## src/rtl/dmem_lsu_if.sv

```systemverilog
// Core-side request/response handshake plus the word-wide data-memory port.
// slave = the load/store unit, master = the core/memory side driving it.
interface dmem_lsu_if;
  localparam int WORD_LEN = 32;

  logic                req_valid;
  logic                req_ready;
  logic                req_we;
  logic [2:0]          req_funct3;
  logic [WORD_LEN-1:0] req_addr;
  logic [WORD_LEN-1:0] req_wdata;
  logic                resp_valid;
  logic [WORD_LEN-1:0] resp_rdata;
  logic                resp_err;
  logic [WORD_LEN-1:0] addr_d;
  logic [WORD_LEN-1:0] rdata;
  logic                wen;
  logic [WORD_LEN-1:0] wdata;

  modport slave (
    input  req_valid, req_we, req_funct3, req_addr, req_wdata, rdata,
    output req_ready, resp_valid, resp_rdata, resp_err, addr_d, wen, wdata
  );

  modport master (
    output req_valid, req_we, req_funct3, req_addr, req_wdata, rdata,
    input  req_ready, resp_valid, resp_rdata, resp_err, addr_d, wen, wdata
  );
endinterface

```

## src/rtl/dmem_lsu.sv

```systemverilog
// Load/store unit: turns byte/half/word core requests into word accesses,
// doing read-modify-write for sub-word stores on a word-write-only memory.
module dmem_lsu (
  input  logic       clk,
  input  logic       rst,
  dmem_lsu_if.slave  bus
);
  localparam int WORD_LEN = 32;

  typedef enum logic [2:0] {IDLE, RD, EXT, WR, ACK} state_t;

  state_t              state_reg, state_next;
  logic [2:0]          f3_reg, f3_next;
  logic [1:0]          off_reg, off_next;
  logic                we_reg, we_next;
  logic                err_reg, err_next;
  logic [WORD_LEN-1:0] sdata_reg, sdata_next;
  logic [WORD_LEN-1:0] addr_d_reg, addr_d_next;
  logic [WORD_LEN-1:0] wdata_reg, wdata_next;
  logic [WORD_LEN-1:0] rdata_reg, rdata_next;

  logic                req_err;
  logic [7:0]          ld_byte;
  logic [15:0]         ld_half;
  logic [WORD_LEN-1:0] load_val;
  logic [WORD_LEN-1:0] merged;

  // Misalignment and illegal funct3 are both reported as a single error.
  always_comb begin
    req_err = 1'b0;
    case (bus.req_funct3)
      3'b000:  req_err = 1'b0;
      3'b001:  req_err = bus.req_addr[0];
      3'b010:  req_err = |bus.req_addr[1:0];
      3'b100:  req_err = bus.req_we;
      3'b101:  req_err = bus.req_we | bus.req_addr[0];
      default: req_err = 1'b1;
    endcase
  end

  assign ld_byte = bus.rdata[{off_reg, 3'b000} +: 8];
  assign ld_half = off_reg[1] ? bus.rdata[31:16] : bus.rdata[15:0];

  always_comb begin
    load_val = bus.rdata;
    case (f3_reg)
      3'b000:  load_val = {{24{ld_byte[7]}}, ld_byte};
      3'b001:  load_val = {{16{ld_half[15]}}, ld_half};
      3'b100:  load_val = {24'h0, ld_byte};
      3'b101:  load_val = {16'h0, ld_half};
      default: load_val = bus.rdata;
    endcase
  end

  // Byte-lane merge for SB/SH: each lane takes store data or keeps memory data.
  generate
    for (genvar gi = 0; gi < 4; gi++) begin : g_lane
      localparam logic [1:0] LANE = 2'(gi);
      logic       lane_hit;
      logic [7:0] lane_src;
      assign lane_hit = (f3_reg[1:0] == 2'b00) ? (off_reg == LANE)
                                               : (off_reg[1] == LANE[1]);
      assign lane_src = (f3_reg[1:0] == 2'b00) ? sdata_reg[7:0]
                                               : sdata_reg[8*(gi%2) +: 8];
      assign merged[8*gi +: 8] = lane_hit ? lane_src : bus.rdata[8*gi +: 8];
    end
  endgenerate

  always_comb begin
    state_next  = state_reg;
    f3_next     = f3_reg;
    off_next    = off_reg;
    we_next     = we_reg;
    err_next    = err_reg;
    sdata_next  = sdata_reg;
    addr_d_next = addr_d_reg;
    wdata_next  = wdata_reg;
    rdata_next  = rdata_reg;
    case (state_reg)
      IDLE: begin
        if (bus.req_valid) begin
          f3_next     = bus.req_funct3;
          off_next    = bus.req_addr[1:0];
          we_next     = bus.req_we;
          err_next    = req_err;
          sdata_next  = bus.req_wdata;
          addr_d_next = {bus.req_addr[WORD_LEN-1:2], 2'b00};
          rdata_next  = '0;
          if (req_err) begin
            state_next = ACK;
          end else if (bus.req_we && bus.req_funct3 == 3'b010) begin
            wdata_next = bus.req_wdata;
            state_next = WR;
          end else begin
            state_next = RD;
          end
        end
      end
      RD:  state_next = EXT;
      EXT: begin
        if (we_reg) begin
          wdata_next = merged;
          state_next = WR;
        end else begin
          rdata_next = load_val;
          state_next = ACK;
        end
      end
      WR:      state_next = ACK;
      ACK:     state_next = IDLE;
      default: state_next = IDLE;
    endcase
  end

  always_ff @(posedge clk) begin
    if (rst) begin
      state_reg  <= IDLE;
      f3_reg     <= '0;
      off_reg    <= '0;
      we_reg     <= 1'b0;
      err_reg    <= 1'b0;
      sdata_reg  <= '0;
      addr_d_reg <= '0;
      wdata_reg  <= '0;
      rdata_reg  <= '0;
    end else begin
      state_reg  <= state_next;
      f3_reg     <= f3_next;
      off_reg    <= off_next;
      we_reg     <= we_next;
      err_reg    <= err_next;
      sdata_reg  <= sdata_next;
      addr_d_reg <= addr_d_next;
      wdata_reg  <= wdata_next;
      rdata_reg  <= rdata_next;
    end
  end

  assign bus.req_ready  = (state_reg == IDLE);
  assign bus.resp_valid = (state_reg == ACK);
  assign bus.resp_err   = err_reg;
  assign bus.resp_rdata = rdata_reg;
  assign bus.addr_d     = addr_d_reg;
  assign bus.wdata      = wdata_reg;
  // Gating with rst keeps a reset that lands mid-RMW from corrupting memory.
  assign bus.wen        = (state_reg == WR) && !rst;
endmodule

```

## src/flat_wrapper.sv

```systemverilog
// flat-port wrapper written by rule: the top's interface ports become plain ports
module dmem_lsu_flat 
  (clk, rst, bus_req_valid, bus_req_we, bus_req_funct3, bus_req_addr, bus_req_wdata, bus_rdata, bus_req_ready, bus_resp_valid, bus_resp_rdata, bus_resp_err, bus_addr_d, bus_wen, bus_wdata);
  dmem_lsu_if bus_i ();
  input  logic clk;
  input  logic rst;
  input wire logic [$bits(bus_i.req_valid)-1:0] bus_req_valid;
  input wire logic [$bits(bus_i.req_we)-1:0] bus_req_we;
  input wire logic [$bits(bus_i.req_funct3)-1:0] bus_req_funct3;
  input wire logic [$bits(bus_i.req_addr)-1:0] bus_req_addr;
  input wire logic [$bits(bus_i.req_wdata)-1:0] bus_req_wdata;
  input wire logic [$bits(bus_i.rdata)-1:0] bus_rdata;
  output wire logic [$bits(bus_i.req_ready)-1:0] bus_req_ready;
  output wire logic [$bits(bus_i.resp_valid)-1:0] bus_resp_valid;
  output wire logic [$bits(bus_i.resp_rdata)-1:0] bus_resp_rdata;
  output wire logic [$bits(bus_i.resp_err)-1:0] bus_resp_err;
  output wire logic [$bits(bus_i.addr_d)-1:0] bus_addr_d;
  output wire logic [$bits(bus_i.wen)-1:0] bus_wen;
  output wire logic [$bits(bus_i.wdata)-1:0] bus_wdata;
  assign bus_i.req_valid = bus_req_valid;
  assign bus_i.req_we = bus_req_we;
  assign bus_i.req_funct3 = bus_req_funct3;
  assign bus_i.req_addr = bus_req_addr;
  assign bus_i.req_wdata = bus_req_wdata;
  assign bus_i.rdata = bus_rdata;
  assign bus_req_ready = bus_i.req_ready;
  assign bus_resp_valid = bus_i.resp_valid;
  assign bus_resp_rdata = bus_i.resp_rdata;
  assign bus_resp_err = bus_i.resp_err;
  assign bus_addr_d = bus_i.addr_d;
  assign bus_wen = bus_i.wen;
  assign bus_wdata = bus_i.wdata;
  dmem_lsu u_core (.clk(clk), .rst(rst), .bus(bus_i));
endmodule
```

## config.mk

```make
export PLATFORM = sky130hd
export DESIGN_NAME = dmem_lsu_flat
export DESIGN_NICKNAME = d
export VERILOG_FILES = /design/src/rtl/dmem_lsu_if.sv /design/src/rtl/dmem_lsu.sv /design/src/flat_wrapper.sv
export SDC_FILE = /design/constraint.sdc
export NUM_CORES = 1
export LEC_CHECK = 0
export CORE_ASPECT_RATIO = 0.7
export CORE_MARGIN = 2
export CORE_UTILIZATION = 45
export DETAILED_ROUTE_END_ITERATION = 7
export GPL_TIMING_DRIVEN = 0
export HOLD_SLACK_MARGIN = 0.12
export PLACE_DENSITY = 0.81
export SKIP_LAST_GASP = 1
export SYNTH_ARGS = -nofsm -noshare
export SYNTH_HDL_FRONTEND = slang
export SYNTH_SLANG_ARGS = --single-unit
```

## constraint.sdc

```tcl
create_clock -name clk -period 2.3 [get_ports clk]
set_input_delay 0.345 -clock clk [delete_from_list [all_inputs] [get_ports clk]]
set_output_delay 0.345 -clock clk [all_outputs]
set_load 0.02 [all_outputs]
```

# --- Yosys cells after proc, flatten, opt, wreduce, memory -nomap -nowiden ---
# Cells that the tools add are included.
op_classes:
  n_reduce_logical: 13
  mux: 25
  bitwise: 2
  shift: 1
  eq_ne: 19
ops:
  columns: ["cell", "count"]
  rows:
  - ["2-to-1 mux 32 bit", 6]
  - ["one-hot mux 32 bit (2 select lines)", 2]
  - ["one-hot mux 32 bit (4 select lines)", 1]
  - ["2-to-1 mux 8 bit", 5]
  - ["variable part select 32 x 6 -> 8 bit", 1]
  - ["2-to-1 mux 16 bit", 1]
  - ["equality test 3 bit, second input constant", 5]
  - ["one-hot mux 3 bit (4 select lines)", 1]
  - ["equality test 3 x 1 -> 1 bit, second input constant", 3]
  - ["equality test 3 x 2 -> 1 bit, second input constant", 3]
  - ["zero test 3 bit", 3]
  - ["2-to-1 mux 3 bit", 3]
  - ["!= test 2 bit, second input constant", 3]
  - ["one-hot mux 1 bit (5 select lines)", 1]
  - ["AND reduction 5 bit", 1]
  - ["equality test 2 bit, second input constant", 2]
  - ["zero test 2 bit", 2]
  - ["2-to-1 mux 1 bit", 4]
  - ["!= test 2 x 1 -> 1 bit, second input constant", 2]
  - ["AND reduction 3 bit", 1]
  - ["equality test 2 x 1 -> 1 bit, second input constant", 1]
  - ["logical AND 1 bit", 2]
  - ["2-to-1 mux 2 bit", 1]
  - ["AND reduction 2 bit", 1]
  - ["5 further kinds", 5]
word_totals:
  in_bits: 103
  output_inout_bits: 100
  word_cells: 69
  reg_bits: 120

# --- Longest topological paths before layout ---
# Gate-level depths: netlist of run 1.
logic_depth:
  word_depth: 6
  depth_mapped: 9
  mapped_depth_nobuf: 5

# --- Least setup slack after synthesis of run 1 ---
# No wires, ideal clock.
synth_path:
  kind: "flip-flop to flip-flop"
  start: "register u_core.off_reg[1]"
  end: "register u_core.rdata_reg[20], in the netlist u_core.bus.resp_rdata[20]"
  path_stages_with_launch: 7
  synth_period_minus_slack_ps: 1727
  t_arrival_ps: 1606
  setup_ps: 122
  path_buffers: 2
  slack_ps: 573
  required_time_ps: 2178
  cell_sequence: "dfxtp_1 buf_2 mux4_2 nand2b_1 a21oi_2 buf_2 a221o_1"
synth_via:
  elab_chain_cells: 4
  word_cells_on_any_way: 5
  classes_between: "shift: 1; mux: 4"
synth_rtl:
  columns: ["item", "line", "rtl"]
  rows:
  - ["start: declaration", "dmem_lsu.sv:14", "logic [1:0] off_reg, off_next;"]
  - ["start signal: assignment", "dmem_lsu.sv:129", "off_reg <= off_next;"]
  - ["variable part select 32 x 6 -> 8 bit / 2-to-1 mux 16 bit (equally long branches)", "dmem_lsu.sv:41, dmem_lsu.sv:42", null]
  - ["one-hot mux 32 bit (4 select lines) *", "dmem_lsu.sv:46", "case (f3_reg)"]
  - ["2-to-1 mux 32 bit *", "dmem_lsu.sv:101", "if (we_reg) begin"]
  - ["one-hot mux 32 bit (2 select lines) *", "dmem_lsu.sv:79", "case (state_reg)"]
  - ["end signal: assignment", "dmem_lsu.sv:135", "rdata_reg <= rdata_next;"]
  - ["end: declaration", "dmem_lsu.sv:20", "logic [WORD_LEN-1:0] rdata_reg, rdata_next;"]
# Every way passes the cells marked *; elsewhere a longest branch is shown, timed or not. The select of a mux whose other input is x is not followed.
# A chain may end at the register's enable or synchronous reset.

# --- Final worst setup path of run 1 ---
layout_path:
  start: "register u_core.state_reg[2]"
  end: "output port bus_req_ready"
layout_via:
  elab_chain_cells: 1
layout_rtl:
  columns: ["item", "line", "rtl"]
  rows:
  - ["start: declaration", "dmem_lsu.sv:12", "state_t state_reg, state_next;"]
  - ["start signal: assignment", "dmem_lsu.sv:127", "state_reg <= state_next;"]
  - ["zero test 3 bit", "dmem_lsu.sv:139", "assign bus.req_ready = (state_reg == IDLE);"]
  - ["end: declaration", "flat_wrapper.sv:13", "output wire logic [$bits(bus_i.req_ready)-1:0] bus_req_ready;"]
# Every way passes these cells.

==> results of run 1 <==
through the flow:
| stage | cells | TNS [ns] | power, uW | area, um2 |
|---|---|---|---|---|
| 3_5_place_dp | 1018 | -0.420 | 3260 | 7650 |
| 4_1_cts | 1049 | 0 | 5990 | 8260 |
| 3_3_place_gp | 1018 | -0.158 | 3240 | 7650 |
| 2_1_floorplan | 661 | 0 | 2780 | 5460 |
| 5_1_grt | 1049 | 0 | 6180 | 8260 |
| 6_report | 1049 | 0 | 6000 | 8260 |
cells in the final DEF, fill, tap and decap left out, types with 2 or more instances in the layout:
cell,netlist,final
a21oi_2,5,5
a222oi_1,5,5
bufinv_16,0,4
a21oi_1,85,85
clkinv_2,0,4
mux2_2,8,8
nand2b_1,2,2
conb_1,1,2
buf_4,4,4
inv_1,3,3
buf_2,17,17
clkbuf_1,32,35
mux2i_1,9,9
a211o_1,9,9
o221ai_1,8,8
a2bb2oi_1,5,5
a211oi_2,4,4
a311o_1,8,8
clkbuf_16,0,17
buf_6,3,3
nor2b_1,2,2
dfxtp_1,120,120
nand2_1,159,159
nor3_1,8,8
a211oi_1,15,15
o22ai_1,3,3
clkdlybuf4s50_1,0,199
o21ai_0,31,31
and2_1,3,3
a311oi_1,7,7
mux4_2,3,3
a21o_1,11,11
nor2_1,55,55
a221o_1,16,16
repair_timing:
item | CTS | global route
setup endpoints to repair | 1 | 0
resized for setup | 2 | 0
setup buffers | 0 | 0
power by group through the flow:
stage / combinational [uW] / clock, uW / sequential (uW)
detailed placement: 986 / 0 / 2270
global route: 1080 / 2860 / 2240
floorplan: 455 / 0 / 2320
finish: 1010 / 2750 / 2230
CTS: 997 / 2760 / 2230
global placement: 969 / 0 / 2270
critical path, delay by kind of cell (launching register included):
kind          cells  cell delay (ns)
flops             1             0.41
simple gates      1             0.32
buf+inv           1             0.66
metal layers:
metal / global-route usage / share of wire / vias to the layer above / wire length [um]
met5: 0 / 0 / - / 0
met4: 0.0955 / 0.018 / 0 / 364
met3: 0.0969 / 0.12 / 41 / 2400
met2: 0.468 / 0.43 / 343 / 8770
met1: 0.419 / 0.43 / 2811 / 8730
li1: - / - / 2805 / -
cell families after synthesis:
family                 after synthesis  share of synthesized area
flip-flops                         120                      0.441
AND/OR/NAND/NOR                    239                      0.182
other                                1                   0.000688
buffers and inverters               60                     0.0521
multiplexers                        20                     0.0454
AO/OA/AOI/OAI                      220                      0.279
how the worst min path moves through the flow:
stage | from | to | slack [ns] | cells after the start
2_1_floorplan | u_core.sdata_reg[10]$_SDFFE_PP0P_ | u_core.sdata_reg[10]$_SDFFE_PP0P_ | 0.44 | 2
3_3_place_gp | u_core.bus.resp_rdata[15]$_SDFFE_PP0P_ | u_core.bus.resp_rdata[15]$_SDFFE_PP0P_ | 0.43 | 1
3_5_place_dp | u_core.bus.resp_rdata[15]$_SDFFE_PP0P_ | u_core.bus.resp_rdata[15]$_SDFFE_PP0P_ | 0.44 | 1
4_1_cts | u_core.bus.addr_d[25]$_SDFFE_PP0P_ | u_core.bus.addr_d[25]$_SDFFE_PP0P_ | 0.45 | 2
5_1_grt | u_core.bus.wdata[16]$_SDFFE_PP0P_ | u_core.bus.wdata[16]$_SDFFE_PP0P_ | 0.47 | 2
6_report | u_core.bus.addr_d[22]$_SDFFE_PP0P_ | u_core.bus.addr_d[22]$_SDFFE_PP0P_ | 0.45 | 2
area by class of cell:
type | instances | area, um2
timing repair buffer | 200 | 2000
sequential | 120 | 2400
multi-input combinational | 481 | 2770
fill | 939 | 3510
tap | 157 | 196
inverter | 4 | 15.0
clock inverter | 9 | 149
clock buffer | 22 | 454
buffer | 56 | 270
==> flow_metrics.py, run 1 <==
metrics = {
    "clock_tree": {
        "clk_latency_ns": 0.41,
        "cts_tree": "built",
        "clk_pin_slew_ns": 0.05,
        "clockBufferDepth": 2,
        "cts_buffers": 17,
        "clock-sinks": 120,
        "clockRootBuffer": "clkbuf_16",
        "htreeDepth": 4,
        "holdBufCountCts": 0,
    },
    "layout": {
        "fin_util": 0.702,
        "nets": 983,
        "final_layout_size_suffix_gt1_frac": 0.0897,
        "syn2layout_area_growth_pct": 51.4,
        "diodes": 0,
    },
    "synth": {
        "synth_edf_count": 0,
        "synth.top_cell.area_share": 0.441,
        "ys_seq_area_frac": 0.441,
        "async_flop_share": 0,
        "netlist_top_cells_area": "dfxtp_1 44%, nand2_1 11%, a21oi_1 7.8%, nor2_1 3.8%, a221o_1 2.9%",
        "ys_warn_count": 0,
        "synth_area_um2": 5450,
        "syn_avg_cell_area_um2": 8.26,
        "synthTopCellsByCount": "159 x nand2_1, 120 x dfxtp_1, 85 x a21oi_1",
        "synth_top_area_cell": "dfxtp_1",
        "yosysUniqueCellTypes": 49,
        "synth_flop_cell": "dfxtp_1",
        "synth_seq_cells": 120,
        "synthCells": 660,
        "synth.most_common_cell": "nand2_1",
    },
    "place": {
        "dpl_worst_slack_ns": -0.149,
        "routabilityCongestion": 0.965,
        "hpwl_um": 15600,
        "portBuffers": 200,
    },
    "min_path": {
        "hold_class": "flip-flop to flip-flop",
    },
    "sta": {
        "report.final.slew_viol_count": 0,
        "max_clock_freq_mhz": 463,
        "whs_ns": 0.451,
        "relSlewSlack": 0.570,
        "fin_crit_sh": 0.939,
        "hold_violations": 0,
        "setup_viol": 0,
        "timing.final.crit_period_ns": 2.16,
        "setup_slack_ns": 0.140,
        "skew_ns": 0.00469,
        "worst_pin_slew_ns": 0.642,
        "rsz0062_at_grt": "false",
    },
    "global_route": {
        "grt_pass1_vias": 5578,
        "grt_overflow": 0,
        "grt_pass1_wl_um": 30200,
        "antenna_found_initial": 0,
        "grt_max_degree": 17,
        "grt.total_usage": 0.308,
    },
    "run": {
        "drv_cap": 0,
    },
    "critical_path": {
        "cp_cell_sequence": "nor3_4, clkdlybuf4s50_1",
        "path_max_fanout": 8,
        "cp_data_required_time_ns": 1.96,
        "criticalPathCategory": "flip-flop to output port",
        "worstPathArrival_ns": 1.82,
        "endpoint_kind": "output port",
        "timing.rr.end": "u_core.bus.wdata[4]$_SDFFE_PP0P_",
        "cpMaxStageDelayCell": "clkdlybuf4s50_1",
        "reg2reg_slack_ns": 0.21,
        "rr_worst_depth": 6,
        "startpoint_type": "flip-flop",
        "crit_path_max_incr_delay_ns": 0.66,
        "r2r-start": "u_core.off_reg[0]$_SDFFE_PP0P_",
        "endpoint": "bus_req_ready",
        "startpoint": "u_core.state_reg[2]$_SDFFE_PP0P_",
    },
    "detailed_routing": {
        "vias": 6000,
        "dr.first_iter.drc_count": 640,
        "drtPass1Iterations": 5,
        "ant_nets": 0,
        "vias_per_cell": 5.72,
        "wl_per_cell_um": 19.3,
        "drc": 0,
        "routed_wl_um": 20300,
    },
    "die": {
        "fp.dieW_um": 136,
        "fp.dieH_um": 96.1,
        "start_util": 0.463,
        "row_count": 33,
        "io_pins": 203,
        "die_area_um2": 13000,
        "core_um2": 11800,
    },
    "power_and_ir_drop": {
        "power.switching_uw": 1560,
        "swShare": 0.260,
        "powerDensity_nw_per_um2": 726,
        "pwr-share-comb": 0.169,
        "p_seq_frac": 0.373,
        "p_leak_uw": 0.00309,
        "vdd_drop_max_mv": 0.546,
        "clkPwrFrac": 0.458,
        "intPower_uw": 4440,
    },
    "outcome": {
        "outcome": "finished, final reports clean",
    },
}
Power figures use the tool's default switching activity.
==> run 2, diff against run 1 <==
- CAP_MARGIN: unset -> 20
==> results of run 2 <==
Final layout, timing and power as in run 1 (identical DEF).
